===== config.mk =====
export PLATFORM = sky130hd
export DESIGN_NAME = accum_sequencer
export DESIGN_NICKNAME = d
export VERILOG_FILES = /design/src/rtl/accum_seq_pkg.sv /design/src/rtl/accum_alu.sv /design/src/rtl/accum_sequencer.sv
export SDC_FILE = /design/constraint.sdc
export NUM_CORES = 1
export LEC_CHECK = 0
export ABC_AREA = 1
export BUFFER_PORTS_ARGS = -buffer_cell sky130_fd_sc_hd__buf_2
export CAP_MARGIN = 5
export CORE_MARGIN = 2
export CORE_UTILIZATION = 28
export CTS_CLUSTER_DIAMETER = 150
export CTS_CLUSTER_SIZE = 12
export DETAILED_ROUTE_END_ITERATION = 12
export GPL_TIMING_DRIVEN = 0
export PLACE_DENSITY = 0.59
export REMOVE_ABC_BUFFERS = 1
export SYNTH_ARGS = -nofsm -noshare
export SYNTH_HDL_FRONTEND = slang
export SYNTH_SLANG_ARGS = --single-unit

===== constraint.sdc =====
create_clock -name clk -period 2.35 [get_ports clk]
set_input_delay 0.235 -clock clk [delete_from_list [all_inputs] [get_ports clk]]
set_output_delay 0.235 -clock clk [all_outputs]
set_load 0.005 [all_outputs]

===== src/rtl/accum_seq_pkg.sv =====
// Shared types for the accumulator sequencer: opcodes, FSM states, default width.
// No logic; types and constants only.
// Imported by the sequencer top.
package accum_seq_pkg;

  localparam int ACC_WIDTH = 8;

  typedef enum logic [1:0] {
    OP_LDA = 2'b00,
    OP_ADD = 2'b01,
    OP_SUB = 2'b10,
    OP_OUT = 2'b11
  } opcode_e;

  typedef enum logic [1:0] {
    ST_IDLE  = 2'b00,
    ST_READ  = 2'b01,
    ST_WRITE = 2'b10,
    ST_EMIT  = 2'b11
  } state_e;

endpackage


===== src/rtl/accum_alu.sv =====
// Add/subtract unit: a + b, or a + ~b + 1 when sub is set; reports carry and zero.
// Latency: purely combinational, zero cycles.
// Backpressure: none; it has no handshake.
module accum_alu #(
  parameter int WIDTH = 8
) (
  input  logic [WIDTH-1:0] a,
  input  logic [WIDTH-1:0] b,
  input  logic             sub,
  output logic [WIDTH-1:0] result,
  output logic             carry,
  output logic             zero
);

  logic [WIDTH-1:0] b_eff;
  logic [WIDTH:0]   sum;

  // One extra bit of width so the carry-out (no-borrow for subtract) is kept.
  always_comb begin
    b_eff  = sub ? ~b : b;
    sum    = {1'b0, a} + {1'b0, b_eff} + {{WIDTH{1'b0}}, sub};
    result = sum[WIDTH-1:0];
    carry  = sum[WIDTH];
    zero   = (sum[WIDTH-1:0] == '0);
  end

endmodule


===== src/rtl/accum_sequencer.sv =====
// Control sequencer for the accumulator: turns LDA/ADD/SUB/OUT commands into load/oe strobes.
// Latency: LDA 2 cycles, ADD/SUB 3 cycles, OUT 3 cycles minimum (handshake cycle included).
// Backpressure: cmd_ready only in IDLE; EMIT holds out_valid/out_data until out_ready.
module accum_sequencer
  import accum_seq_pkg::*;
#(
  parameter int WIDTH = ACC_WIDTH
) (
  input  logic             clk,
  input  logic             rst,
  input  logic             cmd_valid,
  output logic             cmd_ready,
  input  logic [1:0]       cmd_op,
  input  logic [WIDTH-1:0] cmd_data,
  output logic [WIDTH-1:0] bus,
  output logic             acc_load,
  output logic             acc_oe,
  input  logic [WIDTH-1:0] acc_q,
  output logic             out_valid,
  input  logic             out_ready,
  output logic [WIDTH-1:0] out_data,
  output logic             flag_c,
  output logic             flag_z
);

  state_e           state_q, state_d;
  opcode_e          op_q;
  logic [WIDTH-1:0] a_q;
  logic [WIDTH-1:0] b_q;
  logic             flag_c_q;
  logic             flag_z_q;

  logic [WIDTH-1:0] alu_a;
  logic             alu_sub;
  logic [WIDTH-1:0] alu_result;
  logic             alu_carry;
  logic             alu_zero;

  // LDA reuses the adder with a forced zero operand, so the written value and
  // its zero flag come from a single path for every opcode.
  always_comb begin
    alu_a   = (op_q == OP_LDA) ? '0 : a_q;
    alu_sub = (op_q == OP_SUB);
  end

  accum_alu #(
    .WIDTH(WIDTH)
  ) u_alu (
    .a      (alu_a),
    .b      (b_q),
    .sub    (alu_sub),
    .result (alu_result),
    .carry  (alu_carry),
    .zero   (alu_zero)
  );

  // Next-state and strobe decode; load and oe live in disjoint states so they never overlap.
  always_comb begin
    state_d   = state_q;
    cmd_ready = 1'b0;
    acc_load  = 1'b0;
    acc_oe    = 1'b0;
    out_valid = 1'b0;
    case (state_q)
      ST_IDLE: begin
        cmd_ready = 1'b1;
        if (cmd_valid) begin
          state_d = (opcode_e'(cmd_op) == OP_LDA) ? ST_WRITE : ST_READ;
        end
      end
      ST_READ: begin
        acc_oe  = 1'b1;
        state_d = (op_q == OP_OUT) ? ST_EMIT : ST_WRITE;
      end
      ST_WRITE: begin
        acc_load = 1'b1;
        state_d  = ST_IDLE;
      end
      ST_EMIT: begin
        out_valid = 1'b1;
        if (out_ready) begin
          state_d = ST_IDLE;
        end
      end
      default: begin
        state_d = ST_IDLE;
      end
    endcase
  end

  // Output muxing: bus and out_data are zero outside the cycles that qualify them.
  always_comb begin
    bus      = acc_load ? alu_result : '0;
    out_data = out_valid ? a_q : '0;
    flag_c   = flag_c_q;
    flag_z   = flag_z_q;
  end

  // State, command latch, accumulator snapshot and flags; reset drops any in-flight command.
  always_ff @(posedge clk) begin
    if (rst) begin
      state_q  <= ST_IDLE;
      op_q     <= OP_LDA;
      a_q      <= '0;
      b_q      <= '0;
      flag_c_q <= 1'b0;
      flag_z_q <= 1'b0;
    end else begin
      state_q <= state_d;
      if ((state_q == ST_IDLE) && cmd_valid) begin
        op_q <= opcode_e'(cmd_op);
        b_q  <= cmd_data;
      end
      if (state_q == ST_READ) begin
        a_q <= acc_q;
      end
      if (state_q == ST_WRITE) begin
        flag_z_q <= alu_zero;
        if (op_q != OP_LDA) begin
          flag_c_q <= alu_carry;
        end
      end
    end
  end

endmodule


==> results of run 1 <==
registers in the layout, summed over array words and instances (netlist names):
register / cells
a_q: 8
b_q: 8
op_q: 2
state_q: 2
flag_c: 1
flag_z: 1
logic make-up (layout without fill, tap and decap cells):
logic type               Yosys count  count (layout)
buffers and inverters             38              86
AND/OR/NAND/NOR                  114             114
AO/OA/AOI/OAI                     33              33
adder cells (fa/ha/maj)            8               8
XOR/XNOR                           7               7
flip-flops                        22              22
repair_timing:
| item | CTS | global route |
|---|---|---|
| pin swaps | 1 | 7 |
| gates resized for setup | 13 | 14 |
| setup buffers | 3 | 2 |
| endpoints found under the setup margin | 7 | 7 |
| hold buffers | 0 | 0 |
power groups by stage:
stage	combinational, uW	sequential (uW)	clock, uW
after detailed placement	342	436	0
final	404	432	362
after global routing	458	437	386
after floorplan	248	432	0
after global placement	339	435	0
after CTS	370	431	370
cells in the mapped netlist, drive strengths merged:
| library cell | instances |
|---|---|
| nand2 | 54 |
| nor2 | 42 |
| inv | 33 |
| dfxtp | 22 |
| a21oi | 17 |
| nand3 | 12 |
| a211oi | 11 |
| ha | 7 |
| xnor2 | 6 |
| nor3 | 3 |
| a31oi | 2 |
| buf | 2 |
| clkbuf | 2 |
| nand4 | 2 |
| clkinv | 1 |
| fa | 1 |
| o21ai | 1 |
| o21bai | 1 |
| o32ai | 1 |
| or2 | 1 |
| xor2 | 1 |
metal layers:
layer / global-route usage, % / up-vias
li1: - / 805
met1: 16.3 / 651
met2: 21.6 / 30
met3: 3.08 / 4
met4: 2.18 / 0
met5: 0 / -
placed cells by master, fill, tap and decap left out:
cell and instances:
clkbuf_8 3, nor2_4 1, nand2_2 6, a31oi_1 2, ha_4 2, dfxtp_2 1, inv_4 2, buf_4 5
inv_1 26, inv_6 1, xnor2_1 4, clkinv_1 1, xor2_4 1, a21oi_1 15, nor2_2 5, nand2_8 1
xnor2_2 2, a21oi_2 2, dfxtp_4 1, ha_1 5, o32ai_1 1, fa_2 1, nor3_2 1, a211oi_1 8
buf_2 43, inv_2 4, nor3_1 2, nor2_1 36, dfxtp_1 20, bufinv_16 1, nand4_1 2, nand2_4 1
nand2_1 46, a211oi_2 3, or2_2 1, nand3_1 12, o21ai_0 1, o21bai_2 1
final cells by class:
class	count	area [um^2]	share of cell area, %
multi-input cells	162	976	49.5
flip-flops and latches	22	445	22.6
repair buffers	48	253	12.8
inverters	34	138	6.98
well taps	70	87.6	4.44
clock buffers	3	41.3	2.10
clock inverters	1	30.0	1.52
worst register-to-register path: stages (launching register included):
cell and delay [ns]:
dfxtp_4 0.39, inv_4 0.05, nand2_4 0.10, inv_6 0.06, nor2_2 0.11, inv_1 0.08, fa_2 0.58, nand3_1 0.08
nor2_1 0.11, nand3_1 0.12, nor2_1 0.13, nand3_1 0.08, nor2_1 0.10, nand2_1 0.07, a21oi_2 0.12
worst max-delay path by stage:
stage | startpoint | to | slack (ns) | cells after the start
6_report | op_q[0] | bus[3] | -0.01 | 14
2_1_floorplan | op_q[1] | flag_z | 0.31 | 14
5_1_grt | op_q[0] | bus[3] | -0.14 | 14
3_3_place_gp | op_q[1] | flag_z | 0.05 | 14
3_5_place_dp | op_q[1] | flag_z | 0.02 | 14
4_1_cts | op_q[0] | bus[7] | -0.008 | 14
through the flow:
stage / std cells / power, uW / worst slack (ns) / TNS, ns / hold slack, ns
floorplan: 218 / 680 / 0.312 / 0 / 0.297
global placement: 331 / 774 / 0.0461 / 0 / 0.462
detailed placement: 331 / 778 / 0.0162 / 0 / 0.473
CTS: 338 / 1170 / -0.00790 / -0.00790 / 0.203
global route: 340 / 1280 / -0.138 / -0.580 / 0.211
finish: 340 / 1200 / -0.0114 / -0.0114 / 0.207
==> impl_metrics.env, run 1 <==
export IMPL_synth_adder_area_share_pct=7.35
export IMPL_max_slew_margin_rel_pct=67.3
export IMPL_internal_power_uw=799
export IMPL_area_growth_pct=34.6
export IMPL_fmax_mhz=423
export IMPL_powerDensity_nw_per_um2=608
export IMPL_yosys_area_top_type="dfxtp_1"
export IMPL_setup_violations_final=1
export IMPL_drive_gt1_share_pct=33.0
export IMPL_clk_latency_ns=0.27
export IMPL_worstMarginPinSlew_ns=0.491
export IMPL_clkPwrFrac_pct=30.2
export IMPL_synth_area_leaders="dfxtp_1, nand2_1, nor2_1"
export IMPL_tritoncts="built"
export IMPL_grt_pass1_vias=1376
export IMPL_hp_class="primary input to register"
export IMPL_cp_max_fo=7
export IMPL_regToRegStartpoint="op_q[1]"
export IMPL_end_kind="output pin"
export IMPL_die_width_um=76.3
export IMPL_fin_skew_ns=0.00153
export IMPL_cts_root_buf="clkbuf_8"
export IMPL_power_frac_comb_pct=33.7
export IMPL_crit_arrival_ns=2.13
export IMPL_status="finished with violations"
export IMPL_wire_per_inst_um=10.8
export IMPL_path_class="register to output pin"
export IMPL_coreArea_um2=5070
export IMPL_ys_warn_count=0
export IMPL_final_max_slew_viol_count=0
export IMPL_layout_nets=301
export IMPL_routabilityCongestion=0.882
export IMPL_min_path_cells=3
export IMPL_fin_crit_sh_pct=100
export IMPL_cp_num_buf_inv=5
export IMPL_antenna_cells=0
export IMPL_r2r_end="flag_z"
export IMPL_fin_util_pct=38.8
export IMPL_num_rows=26
export IMPL_path_cells="inv_4, nand2_8, xor2_4, inv_1, ha_1, nand2_1, inv_1, nand4_1, nand2_1, buf_4, nand2_2, nand2_2, nor2_2, buf_2"
export IMPL_antenna_found_initial=0
export IMPL_syn_cell_area_um2=1460
export IMPL_vias=1490
export IMPL_required_ns=2.12
export IMPL_max_stage_delay_ns=0.37
export IMPL_final_cell_area_um2=1970
export IMPL_synthMuxAreaShare_pct=0
export IMPL_reg2regPathDepth=14
export IMPL_routed_via_density=4.38
export IMPL_m1WireLength_mm=1.75
export IMPL_drt_iter0_markers=57
export IMPL_placed_area_um2=1750
export IMPL_yosys_area_share_simple_pct=33.2
export IMPL_dp_hpwl_mm=2.83
export IMPL_grt_usage_pct=12.6
export IMPL_rsz0062_at_grt="true"
export IMPL_synth_top_family_by_area="simple AND/OR/NAND/NOR gates"
export IMPL_cap_violations=0
export IMPL_die_h_um=76.3
export IMPL_synth_compound_area_share_pct=15.0
export IMPL_vdd_drop_max_uv=292
export IMPL_h_tree_depth=1
export IMPL_synth_xor_area_share_pct=4.19
export IMPL_grt_overflow=0
export IMPL_fillers=566
export IMPL_grt_pass1_wl_mm=6.04
export IMPL_route_met2_wl_mm=1.73
export IMPL_ys_seq_elements=22
export IMPL_cts_sinks=22
export IMPL_switchingPower_uw=400
export IMPL_initial_utilization_pct=28.8
export IMPL_switching_share_pct=33.4
export IMPL_cp_slowest_cell="dfxtp_2"
export IMPL_min_period_ns=2.36
export IMPL_ys_seq_area_share_pct=30.1
export IMPL_drc_errors=0
export IMPL_cp_start_kind="register"
export IMPL_ff2ff_setup_slack_ns=0.12
export IMPL_routed_wl_mm=3.68
export IMPL_yosysTopAreaCellShare_pct=30.1
export IMPL_clkTransAtPathRegs_ns=0.09
export IMPL_cts_buffers=3
export IMPL_timing_final_ws_setup_ns=-0.0114
export IMPL_ant_nets=0
export IMPL_clk_path_buf_depth=2
export IMPL_seqPwrFrac_pct=36.1
export IMPL_failed_checks="setup timing"
export IMPL_wl_met3_um=168
export IMPL_grt_max_degree=23
export IMPL_io_buffers=43
export IMPL_p_leak_uw=0.000930
export IMPL_syn_avg_cell_area_um2=6.59
export IMPL_syn_inst=222
export IMPL_hold_viol=0
export IMPL_min_from="cmd_data[6]"
export IMPL_dieArea_um2=5820
export IMPL_io_pins=44
export IMPL_synthDistinctLibCells=29
export IMPL_cp_top_family="simple AND/OR/NAND/NOR gates"
export IMPL_hold_path_end="b_q[6]"
export IMPL_first_pass_iters=4
export IMPL_highest_layer="met4"
(Power assumes the default switching activity.)
==> inputs of run 2 (changes only) <==
--- a/config.mk
+++ b/config.mk
@@ -19,3 +19,4 @@
 export SYNTH_ARGS = -nofsm -noshare
 export SYNTH_HDL_FRONTEND = slang
 export SYNTH_SLANG_ARGS = --single-unit
+export TNS_END_PERCENT = 50
==> run 2 against run 1 <==
Against the previous run:
- the flow still finishes with violations (setup timing)
- via count up 0.13%
- global-route usage unchanged
- critical path type unchanged
- flip-flop and latch count unchanged
- die area unchanged
- sequential share of layout area about the same
- setup slack worse by 0.025 ns
==> impl_metrics.env, run 2 (synthesis results as in run 1) <==
export IMPL_switchingPower_uw=398
export IMPL_hold_path_end="b_q[6]"
export IMPL_h_tree_depth=1
export IMPL_routabilityCongestion=0.882
export IMPL_min_path_cells=3
export IMPL_required_ns=2.12
export IMPL_dieArea_um2=5820
export IMPL_failed_checks="setup timing"
export IMPL_first_pass_iters=4
export IMPL_drive_gt1_share_pct=32.6
export IMPL_grt_pass1_wl_mm=6.04
export IMPL_tritoncts="built"
export IMPL_min_period_ns=2.39
export IMPL_worstMarginPinSlew_ns=0.491
export IMPL_ff2ff_setup_slack_ns=0.13
export IMPL_r2r_end="flag_z"
export IMPL_path_cells="inv_4, nand2_8, xor2_4, inv_1, ha_1, nand2_1, inv_1, nand4_1, nand2_1, buf_4, nand2_1, nand2_2, nor2_2, buf_2"
export IMPL_antenna_found_initial=0
export IMPL_max_stage_delay_ns=0.36
export IMPL_layout_nets=301
export IMPL_internal_power_uw=799
export IMPL_fin_skew_ns=0.00176
export IMPL_vias=1492
export IMPL_cp_slowest_cell="dfxtp_2"
export IMPL_crit_arrival_ns=2.15
export IMPL_power_frac_comb_pct=33.7
export IMPL_initial_utilization_pct=28.8
export IMPL_fmax_mhz=419
export IMPL_min_from="cmd_data[6]"
export IMPL_grt_pass1_vias=1376
export IMPL_cap_violations=0
export IMPL_antenna_cells=0
export IMPL_clkTransAtPathRegs_ns=0.08
export IMPL_fin_crit_sh_pct=102
export IMPL_final_max_slew_viol_count=0
export IMPL_dp_hpwl_mm=2.83
export IMPL_clk_latency_ns=0.27
export IMPL_ant_nets=0
export IMPL_fillers=568
export IMPL_grt_overflow=0
export IMPL_end_kind="output pin"
export IMPL_switching_share_pct=33.2
export IMPL_timing_final_ws_setup_ns=-0.0363
export IMPL_cp_max_fo=7
export IMPL_hp_class="primary input to register"
export IMPL_clk_path_buf_depth=2
export IMPL_reg_top3="a_q (8), b_q (8)"
export IMPL_cts_hold_buffers_added=0
export IMPL_crit_top_cell="nand2_1"
export IMPL_routed_via_density=4.39
export IMPL_io_pins=44
export IMPL_drc_errors=0
export IMPL_path_class="register to output pin"
export IMPL_grt_usage_pct=12.6
export IMPL_wire_per_inst_um=10.9
export IMPL_hold_viol=0
export IMPL_max_slew_margin_rel_pct=67.3
export IMPL_cp_start_kind="register"
export IMPL_area_growth_pct=34.4
export IMPL_die_width_um=76.3
export IMPL_cts_sinks=22
export IMPL_cts_buffers=3
export IMPL_final_cell_mix="nand2_1, buf_2, nor2_1, inv_1, dfxtp_1"
export IMPL_vdd_drop_max_uv=290
export IMPL_rsz0062_at_grt="true"
export IMPL_seqPwrFrac_pct=36.1
export IMPL_grt_max_degree=23
export IMPL_status="finished with violations"
export IMPL_routed_wl_mm=3.69
export IMPL_io_buffers=43
export IMPL_power_uw=1200
export IMPL_die_h_um=76.3
export IMPL_drt_iter0_markers=64
export IMPL_setup_violations_final=1
export IMPL_num_rows=26
export IMPL_regToRegStartpoint="op_q[1]"
export IMPL_clkPwrFrac_pct=30.2
export IMPL_powerDensity_nw_per_um2=608
export IMPL_coreArea_um2=5070
export IMPL_final_common_cell="nand2_1"
export IMPL_reg2regPathDepth=14
export IMPL_cts_root_buf="clkbuf_8"
export IMPL_p_leak_uw=0.000929
export IMPL_fin_util_pct=38.8
-- run 2: cell types whose count changed in the layout (fill, tap and decap cells not counted) --
cell / before / now
nand2_1: 46 / 47
nand2_2: 6 / 5
-- run 2: how the worst max path moves through the flow --
stage / from / to / slack, ns / depth (start not counted)
3_3_place_gp: op_q[1] / flag_z / 0.05 / 14
4_1_cts: op_q[0] / bus[7] / -0.008 / 14
2_1_floorplan: op_q[1] / flag_z / 0.31 / 14
3_5_place_dp: op_q[1] / flag_z / 0.02 / 14
5_1_grt: op_q[0] / bus[3] / -0.16 / 14
6_report: op_q[0] / bus[3] / -0.04 / 14
-- run 2: metrics by stage --
step	setup TNS (ns)	instance area [um^2]	hold WS (ns)	setup WS, ns	instances
global route	-0.605	1970	0.211	-0.163	340
floorplan	0	1440	0.297	0.312	218
CTS	-0.00790	1890	0.203	-0.00790	338
global placement	0	1750	0.462	0.0461	331
detailed placement	0	1750	0.473	0.0162	331
finish	-0.0363	1970	0.208	-0.0363	340
-- run 2: area by class of cell --
| cell class | count | area, um^2 | share of cell area (%) |
|---|---|---|---|
| Tap cell | 70 | 87.6 | 4.45 |
| Sequential cell | 22 | 445 | 22.6 |
| Clock inverter | 1 | 30.0 | 1.53 |
| Timing Repair Buffer | 48 | 253 | 12.8 |
| Inverter | 34 | 138 | 6.99 |
| Clock buffer | 3 | 41.3 | 2.10 |
| Multi-Input combinational cell | 162 | 973 | 49.5 |
-- run 2: power groups by stage --
stage	registers, uW	logic, uW	clock network, uW
global placement	435	339	0
finish	432	403	361
global route	437	458	386
detailed placement	436	342	0
floorplan	432	248	0
CTS	431	370	370
-- run 2: worst max-delay path: cells and delay by family, from the launching register on --
kind	cells	cell delay (ns)
fa+ha+maj	1	0.27
xor+xnor	1	0.18
flops	1	0.36
buf+inv	5	0.43
simple gates	7	0.62
-- run 2: repair_timing --
action                     CTS  global route
resized for setup           13            13
setup endpoints to repair    7             7
buffers inserted             3             2
pin swaps                    1             6
-- run 2: routing by layer --
layer / GRT usage, % / up-vias / wire, um
met5: 0 / - / 0
met4: 2.18 / 0 / 22
met3: 3.08 / 4 / 166
met2: 21.6 / 34 / 1760
met1: 16.3 / 649 / 1750
li1: - / 805 / -
==> inputs of run 3 (changes only) <==
--- a/config.mk
+++ b/config.mk
@@ -8,13 +8,15 @@
 export ABC_AREA = 1
 export BUFFER_PORTS_ARGS = -buffer_cell sky130_fd_sc_hd__buf_2
 export CAP_MARGIN = 5
+export CELL_PAD_IN_SITES_DETAIL_PLACEMENT = 0
+export CELL_PAD_IN_SITES_GLOBAL_PLACEMENT = 1
 export CORE_MARGIN = 2
 export CORE_UTILIZATION = 28
 export CTS_CLUSTER_DIAMETER = 150
 export CTS_CLUSTER_SIZE = 12
 export DETAILED_ROUTE_END_ITERATION = 12
 export GPL_TIMING_DRIVEN = 0
-export PLACE_DENSITY = 0.59
+export PLACE_DENSITY = 0.76
 export REMOVE_ABC_BUFFERS = 1
 export SYNTH_ARGS = -nofsm -noshare
 export SYNTH_HDL_FRONTEND = slang
==> run 3 against run 2 <==
Against the previous run:
- the flow still finishes with violations (setup timing)
- sequential power barely moved
- worst hold slack improved by 0.0033 ns
- clock-buffer cell count did not move
- non-clock buffer count rose by 9
- final cell count rose by 2.6%
- via count rose by 3.2%
- die area did not move
- sequential share of layout area fell by 2.0 points
- total power rose by 7.7%
- critical path depth fell by 2
- design area rose by 9.5%
- largest power group is now combinational cells
- highest routed layer unchanged
==> impl_metrics.env, run 3 (synthesis results as in run 1) <==
export IMPL_status="finished with violations"
export IMPL_failed_checks="setup timing"
export IMPL_clk_path_buf_depth=2
export IMPL_m1WireLength_mm=1.87
export IMPL_area_growth_pct=47.3
export IMPL_setup_violations_final=1
export IMPL_io_buffers=43
export IMPL_die_width_um=76.3
export IMPL_fin_util_pct=42.5
export IMPL_cp_max_fo=8
export IMPL_io_pins=44
export IMPL_cap_violations=0
export IMPL_cts_buffers=3
export IMPL_final_max_slew_viol_count=0
export IMPL_timing_final_ws_setup_ns=-0.0373
export IMPL_drt_iter0_markers=53
export IMPL_crit_top_cell="nand2_1"
export IMPL_whs_ns=0.212
export IMPL_drc_errors=0
export IMPL_dp_hpwl_mm=2.97
export IMPL_clkTransAtPathRegs_ns=0.09
export IMPL_cts_sinks=22
export IMPL_antenna_cells=0
export IMPL_worstMarginPinSlew_ns=0.474
export IMPL_dieArea_um2=5820
export IMPL_die_h_um=76.3
export IMPL_wl_met3_um=133
export IMPL_dp_slack_ns=0.0465
export IMPL_grt_max_degree=23
export IMPL_max_slew_margin_rel_pct=68.4
export IMPL_h_tree_depth=1
export IMPL_reg_top3="a_q (8), b_q (8)"
export IMPL_fin_crit_sh_pct=102
export IMPL_vdd_drop_max_uv=329
export IMPL_path_cells="inv_4, nand2_8, xnor2_1, ha_1, nand2_1, nand2_1, a31oi_4, nand2_1, nand2_1, nand2_2, nor2_1, buf_2"
export IMPL_power_uw=1290
export IMPL_hp_class="primary input to register"
export IMPL_routed_via_density=4.41
export IMPL_grt_pass1_vias=1390
export IMPL_rsz0062_at_grt="true"
export IMPL_highest_layer="met4"
export IMPL_final_cell_mix="nand2_1, buf_2, nor2_1, inv_1, dfxtp_1"
export IMPL_grt_usage_pct=13.3
export IMPL_tritoncts="built"
export IMPL_fin_skew_ns=0.00424
export IMPL_num_rows=26
export IMPL_ant_nets=0
export IMPL_fin_cells=349
export IMPL_path_class="register to output pin"
export IMPL_powerDensity_nw_per_um2=598
export IMPL_cts_hold_buffers_added=0
export IMPL_vias=1540
export IMPL_end_kind="output pin"
export IMPL_hold_viol=0
export IMPL_clk_latency_ns=0.26
export IMPL_drive_gt1_share_pct=40.1
export IMPL_fillers=550
export IMPL_coreArea_um2=5070
export IMPL_cp_start_kind="register"
export IMPL_fmax_mhz=419
export IMPL_grt_pass1_wl_mm=6.36
export IMPL_cp_slowest_cell="ha_1"
export IMPL_required_ns=2.12
export IMPL_antenna_found_initial=0
export IMPL_layout_nets=310
export IMPL_max_stage_delay_ns=0.38
export IMPL_cts_root_buf="clkbuf_8"
export IMPL_place_inst=331
export IMPL_crit_arrival_ns=2.15
export IMPL_initial_utilization_pct=28.8
export IMPL_p_leak_uw=0.000987
export IMPL_routabilityCongestion=0.817
export IMPL_grt_overflow=0
export IMPL_first_pass_iters=4
export IMPL_min_period_ns=2.39
export IMPL_route_met2_wl_mm=1.94
export IMPL_routed_wl_mm=3.97
export IMPL_wire_per_inst_um=11.4
==> run 3: cell count changes in the layout (fill, tap and decap cells not counted), moves of 3 or more <==
cell / before / now
buf_4: 5 / 12
ha_1: 5 / 2
nand2_1: 47 / 43
nand2_2: 5 / 9
inv_1: 26 / 23
inv_2: 4 / 8
==> run 3: repair_timing <==
action,CTS,global route
setup endpoints to repair,5,6
pin swaps,6,18
buffers inserted,7,7
gates resized for setup,19,26
==> run 3: metrics by stage <==
stage	TNS, ns	area [um^2]
6_report	-0.0373	2160
5_1_grt	-0.659	2160
4_1_cts	-0.0251	1980
3_5_place_dp	0	1750
3_3_place_gp	0	1750
2_1_floorplan	0	1440
==> run 3: final timing paths <==
path | startpoint | to | slack (ns) | cells past startpoint
worst max-delay path | op_q[0] | bus[7] | -0.04 | 12
worst min-delay path | cmd_data[3] | b_q[3] | 0.21 | 3
worst max register to register | op_q[1] | flag_z | 0.13 | 14
worst min register to register | b_q[5] | b_q[5] | 0.48 | 2
==> run 3: area by class of cell <==
type | instances | area (um^2) | area share [%]
Clock buffer | 3 | 41.3 | 1.92
Clock inverter | 1 | 30.0 | 1.39
Inverter | 34 | 135 | 6.27
Multi-Input combinational cell | 162 | 1070 | 49.7
Sequential cell | 22 | 445 | 20.7
Tap cell | 70 | 87.6 | 4.06
Timing Repair Buffer | 57 | 345 | 16.0
==> run 3: report_power, final <==
| group | internal, uW | switching, uW | total [uW] |
|---|---|---|---|
| Sequential | 407 | 26.7 | 434 |
| Clock | 227 | 131 | 358 |
| Combinational | 220 | 277 | 497 |
| Total | 855 | 434 | 1290 |
==> run 3: critical path: cells and delay by family (launching register included) <==
family          cells  cell delay, ns
compound gates      1            0.18
xor+xnor            1            0.15
fa+ha+maj           1            0.38
buf+inv             2            0.22
flops               1            0.34
simple gates        7            0.62
==> run 3: layer usage <==
| metal | up-vias | GRT usage (%) |
|---|---|---|
| met1 | 685 | 16.6 |
| met3 | 4 | 2.84 |
| met4 | 0 | 2.36 |
| met2 | 30 | 23.8 |
| li1 | 821 | - |
| met5 | - | 0 |
